### config.mk
export PLATFORM = sky130hd
export DESIGN_NAME = seven_seg_scan_driver
export DESIGN_NICKNAME = d
export VERILOG_FILES = /design/src/rtl/seven_seg_scan_driver.sv
export SDC_FILE = /design/constraint.sdc
export NUM_CORES = 1
export LEC_CHECK = 0
export ABC_CLOCK_PERIOD_IN_PS = 2000
export CAP_MARGIN = 40
export CORE_MARGIN = 2
export CORE_UTILIZATION = 41
export CTS_CLUSTER_DIAMETER = 100
export DETAILED_ROUTE_END_ITERATION = 6
export MAX_ROUTING_LAYER = met4
export PLACE_DENSITY = 0.76
export SYNTH_ARGS = -nofsm -noshare
export SYNTH_HDL_FRONTEND = slang
export SYNTH_SLANG_ARGS = --single-unit
### constraint.sdc
create_clock -name clk -period 2 [get_ports clk]
set_clock_uncertainty 0.1 [all_clocks]
set_input_delay 0.4 -clock clk [delete_from_list [all_inputs] [get_ports clk]]
set_output_delay 0.4 -clock clk [all_outputs]
set_load 0.05 [all_outputs]
### src/rtl/seven_seg_scan_driver.sv
// Time-multiplexed N-digit hex 7-segment driver with frame-synchronous double
// buffering, leading-zero suppression and per-digit blanking.
module seven_seg_scan_driver #(
    parameter int NUM_DIGITS = 4,
    parameter int CLK_DIV    = 50000,
    parameter int ACTIVE_LOW = 1
) (
    input  logic                      clk,
    input  logic                      reset,
    input  logic [4*NUM_DIGITS-1:0]   value,
    input  logic                      load,
    input  logic [NUM_DIGITS-1:0]     blank_mask,
    input  logic                      lz_suppress,
    output logic [6:0]                seg,
    output logic [NUM_DIGITS-1:0]     digit_en,
    output logic                      frame_done
);
    localparam int DIV_W = $clog2(CLK_DIV);
    localparam int IDX_W = (NUM_DIGITS > 1) ? $clog2(NUM_DIGITS) : 1;
    localparam logic [DIV_W-1:0] DIV_LAST = DIV_W'(CLK_DIV - 1);
    localparam logic [IDX_W-1:0] IDX_LAST = IDX_W'(NUM_DIGITS - 1);
    localparam logic [6:0] SEG_OFF = (ACTIVE_LOW != 0) ? 7'h7F : 7'h00;
    localparam logic [NUM_DIGITS-1:0] EN_OFF =
        (ACTIVE_LOW != 0) ? {NUM_DIGITS{1'b1}} : {NUM_DIGITS{1'b0}};

    logic [DIV_W-1:0]        r_div_cnt;
    logic [IDX_W-1:0]        r_idx;
    logic [4*NUM_DIGITS-1:0] r_shadow;
    logic [4*NUM_DIGITS-1:0] r_display;
    logic                    r_pending;
    logic                    r_frame_done;
    logic [6:0]              r_seg;
    logic [NUM_DIGITS-1:0]   r_digit_en;

    logic                    w_tick;
    logic                    w_wrap;
    logic [NUM_DIGITS-1:0]   w_sel;
    logic [NUM_DIGITS-1:0]   w_upper_zero;
    logic [NUM_DIGITS-1:0]   w_blank_dig;
    logic                    w_blank;
    logic [3:0]              w_nibble;
    logic [6:0]              w_pattern;

    assign w_tick = (r_div_cnt == DIV_LAST);
    assign w_wrap = w_tick && (r_idx == IDX_LAST);

    always_ff @(posedge clk) begin
        if (reset) begin
            r_div_cnt <= '0;
        end else if (w_tick) begin
            r_div_cnt <= '0;
        end else begin
            r_div_cnt <= r_div_cnt + 1'b1;
        end
    end

    always_ff @(posedge clk) begin
        if (reset) begin
            r_idx <= '0;
        end else if (w_tick) begin
            r_idx <= (r_idx == IDX_LAST) ? '0 : r_idx + 1'b1;
        end
    end

    always_ff @(posedge clk) begin
        if (reset) begin
            r_frame_done <= 1'b0;
        end else begin
            r_frame_done <= w_wrap;
        end
    end

    // A load coinciding with the wrap goes straight to the display so it is
    // not held back a whole frame.
    always_ff @(posedge clk) begin
        if (reset) begin
            r_shadow  <= '0;
            r_display <= '0;
            r_pending <= 1'b0;
        end else begin
            if (load) begin
                r_shadow <= value;
            end
            if (w_wrap && load) begin
                r_display <= value;
                r_pending <= 1'b0;
            end else if (w_wrap && r_pending) begin
                r_display <= r_shadow;
                r_pending <= 1'b0;
            end else if (load) begin
                r_pending <= 1'b1;
            end
        end
    end

    // Per-digit select and blank terms; digit 0 is exempt from zero suppression.
    generate
        for (genvar gi = 0; gi < NUM_DIGITS; gi++) begin : g_digit
            assign w_sel[gi]        = (r_idx == IDX_W'(gi));
            assign w_upper_zero[gi] = (r_display[4*NUM_DIGITS-1:4*gi] == '0);
            assign w_blank_dig[gi]  = blank_mask[gi] |
                                      (lz_suppress & (gi != 0) & w_upper_zero[gi]);
        end
    endgenerate

    assign w_blank = |(w_sel & w_blank_dig);

    always_comb begin
        w_nibble = 4'h0;
        for (int i = 0; i < NUM_DIGITS; i++) begin
            if (w_sel[i]) begin
                w_nibble = w_nibble | r_display[4*i +: 4];
            end
        end
    end

    always_comb begin
        w_pattern = 7'h00;
        case (w_nibble)
            4'h0: w_pattern = 7'h3F;
            4'h1: w_pattern = 7'h06;
            4'h2: w_pattern = 7'h5B;
            4'h3: w_pattern = 7'h4F;
            4'h4: w_pattern = 7'h66;
            4'h5: w_pattern = 7'h6D;
            4'h6: w_pattern = 7'h7D;
            4'h7: w_pattern = 7'h07;
            4'h8: w_pattern = 7'h7F;
            4'h9: w_pattern = 7'h6F;
            4'hA: w_pattern = 7'h77;
            4'hB: w_pattern = 7'h7C;
            4'hC: w_pattern = 7'h39;
            4'hD: w_pattern = 7'h5E;
            4'hE: w_pattern = 7'h79;
            4'hF: w_pattern = 7'h71;
            default: w_pattern = 7'h00;
        endcase
    end

    always_ff @(posedge clk) begin
        if (reset) begin
            r_seg      <= SEG_OFF;
            r_digit_en <= EN_OFF;
        end else begin
            if (w_blank) begin
                r_seg <= SEG_OFF;
            end else begin
                r_seg <= (ACTIVE_LOW != 0) ? ~w_pattern : w_pattern;
            end
            r_digit_en <= (ACTIVE_LOW != 0) ? ~w_sel : w_sel;
        end
    end

    assign seg        = r_seg;
    assign digit_en   = r_digit_en;
    assign frame_done = r_frame_done;
endmodule
==> qor.csv <==
metric,value,unit
status,finished clean,
vias,2252,
wl_met2,2970,µm
io_buffers,35,
cts.htree.levels,3,
crit_slowest_cell,dfxtp_4,
clk_pin_slew,0.06,ns
synthFlopType,dfxtp_1,
cts_sinks,63,
critPathKind,register to register,
synth.avg_cell_area,9.35,µm²
rows,30,
dpl_cell_area,3350,µm²
arrival,2.07,ns
place_congestion,0.877,
routedWlPerCell,13.6,µm
timing.hold.ws,0.396,ns
cts_made_buffers,9,
yosysUniqueCellTypes,41,
start_util,41.7,%
finalMaxSlewViolations,0,
die_x,86.4,µm
hold_viol_final,0,
power,2460,µW
top_layer,met4,
die_area,7470,µm²
drc,0,
syn_nets,333,
die_h,86.4,µm
final_cell_area,3650,µm²
diodes,0,
crit_path_cell_trace,"ha_2, buf_4, a22oi_1, and2_1, nor2_1, or3_1, a21o_1",
maxCapViolations,0,
fillers,593,
path_max_fanout,5,
ir_worst_vdd,0.612,mV
holdBufCountCts,0,
clock.fmax,514,MHz
antenna_found_initial,0,
utilization,54.6,%
drtPass1Iterations,4,
slew-limit-headroom,65.8,%
endpoint_kind,register,
clk_latency,0.34,ns
grt_max_degree,29,
postRouteAntennaNets,0,
mostFrequentLayoutCells,"61 x dfxtp_1, 46 x nor2_1, 33 x clkdlybuf4s50_1",
worst_pin_slew,0.512,ns
p_leak,0.00141,µW
final_common_cell,dfxtp_1,
cts_root_buf,clkbuf_8,
io-pin-count,36,
synth_area,2790,µm²
async_flop_share,0,%
synth_warnings,0,
grt.overflow.total,0,
min_period,1.95,ns
finalCritPeriodShare,97.3,%
via_per_inst,5.15,
nets,390,
syn_to_final_growth,31.0,%
dr_wl_met3,189,µm
pwr_density_cell,674,nW/µm²
drive_above_1_share,17.6,%
synth-edff-count,0,
core,6680,µm²
clock_tree.buffer_depth,2,
slowest_delay,0.37,ns
hpwlAfterDp,4210,µm
grt_usage,17.5,%
ys_seq_area_share,45.3,%
synth-seq-cells,63,
synthCells,298,
cp-start-kind,register,
cts_tree,built,
setup_violations,0,
hp-class,register to register,
drt-initial-drc-count,86,
drt-met1-wl,2690,µm
routed_wl,5960,µm
grt_pass1_vias,2243,
worstPathRequired,2.13,ns
grt_pass1_wl,9910,µm
-- per-layer routing --
layer,track usage (%),up-vias
li1,-,1136
met1,20.0,1075
met2,28.5,33
met3,4.67,8
met4,7.95,0
met5,-,-
-- flip-flops by register name (all words and copies together) (netlist names) --
| signal | cells |
|---|---|
| seg | 7 |
| r_idx | 2 |
| r_shadow | 16 |
| digit_en | 4 |
| r_pending | 1 |
| frame_done | 1 |
| r_div_cnt | 16 |
| r_display | 16 |
-- per-stage QoR --
| stage | setup WS (ns) | TNS (ns) | instances |
|---|---|---|---|
| 2_1_floorplan | 0.00516 | 0 | 298 |
| 3_3_place_gp | -0.111 | -0.212 | 423 |
| 3_5_place_dp | -0.122 | -0.292 | 423 |
| 4_1_cts | 0.0162 | 0 | 436 |
| 5_1_grt | -0.0361 | -0.131 | 437 |
| 6_report | 0.0546 | 0 | 437 |
-- power breakdown --
part           internal, µW  total, µW  switching (µW)  leakage (µW)
registers              1290       1300            13.2      0.000516
clock network           528        959             431     0.0000902
logic                  99.5        199            99.9      0.000806
total                  1910       2460             544       0.00141
-- final cells by class --
class / count / area [µm²] / share of cell area (%)
inverters: 16 / 65.1 / 1.78
repair buffers: 60 / 551 / 15.1
flip-flops and latches: 63 / 1270 / 34.8
clock buffers: 12 / 165 / 4.53
multi-input cells: 205 / 1490 / 40.9
clock inverters: 1 / 5.00 / 0.137
well taps: 80 / 100 / 2.74
-- logic make-up after synthesis --
| group | Yosys count | share of synthesized area (%) |
|---|---|---|
| muxes | 27 | 9.70 |
| adders and majority gates | 11 | 4.94 |
| buffers and inverters | 30 | 4.76 |
| AOI/OAI and AO/OA | 37 | 9.97 |
| and+or+nand+nor | 116 | 20.9 |
| xor gates and xnor gates | 14 | 4.40 |
| DFF | 63 | 45.3 |
-- cell usage after synthesis (4+ instances only) --
cell type / count / share of area [%]
dfxtp_1: 63 / 45
nor2_1: 47 / 6.3
mux2i_1: 27 / 9.7
inv_1: 16 / 2.2
a22oi_1: 13 / 3.5
nand2_1: 13 / 1.8
nor2b_1: 12 / 2.7
ha_1: 11 / 4.9
nand3_1: 8 / 1.4
xnor2_1: 8 / 2.5
clkbuf_1: 7 / 0.94
a21oi_1: 6 / 1.1
xor2_1: 6 / 1.9
nand4_1: 5 / 1.1
o2bb2ai_1: 5 / 1.6
a221o_1: 4 / 1.4
buf_2: 4 / 0.72
nand2b_1: 4 / 0.90
nor3_1: 4 / 0.72
-- critical path, delay by kind of cell (launching register included) --
family / cells / cell delay (ns)
buffers and inverters: 1 / 0.15
AO/OA/AOI/OAI: 2 / 0.39
AND/OR/NAND/NOR: 3 / 0.62
flip-flops: 1 / 0.37
adder cells (fa/ha/maj): 1 / 0.22
-- what timing repair did --
action                                  4_1_cts  5_1_grt
resized for setup                            10       20
endpoints found under the setup margin        6       19
pin swaps                                     1        8
setup buffers                                 0        1
-- final timing paths --
check | start | end | slack, ns | cells past startpoint
worst min-delay path | r_shadow[13]$_SDFFE_PP0P_ | r_shadow[13]$_SDFFE_PP0P_ | 0.40 | 2
worst min register to register | r_shadow[13]$_SDFFE_PP0P_ | r_shadow[13]$_SDFFE_PP0P_ | 0.40 | 2
worst max register to register | r_idx[0]$_SDFFE_PP0N_ | seg[0]$_SDFF_PP1_ | 0.05 | 7
worst max-delay path | r_idx[0]$_SDFFE_PP0N_ | seg[0]$_SDFF_PP1_ | 0.05 | 7
(Power assumes the default switching activity.)
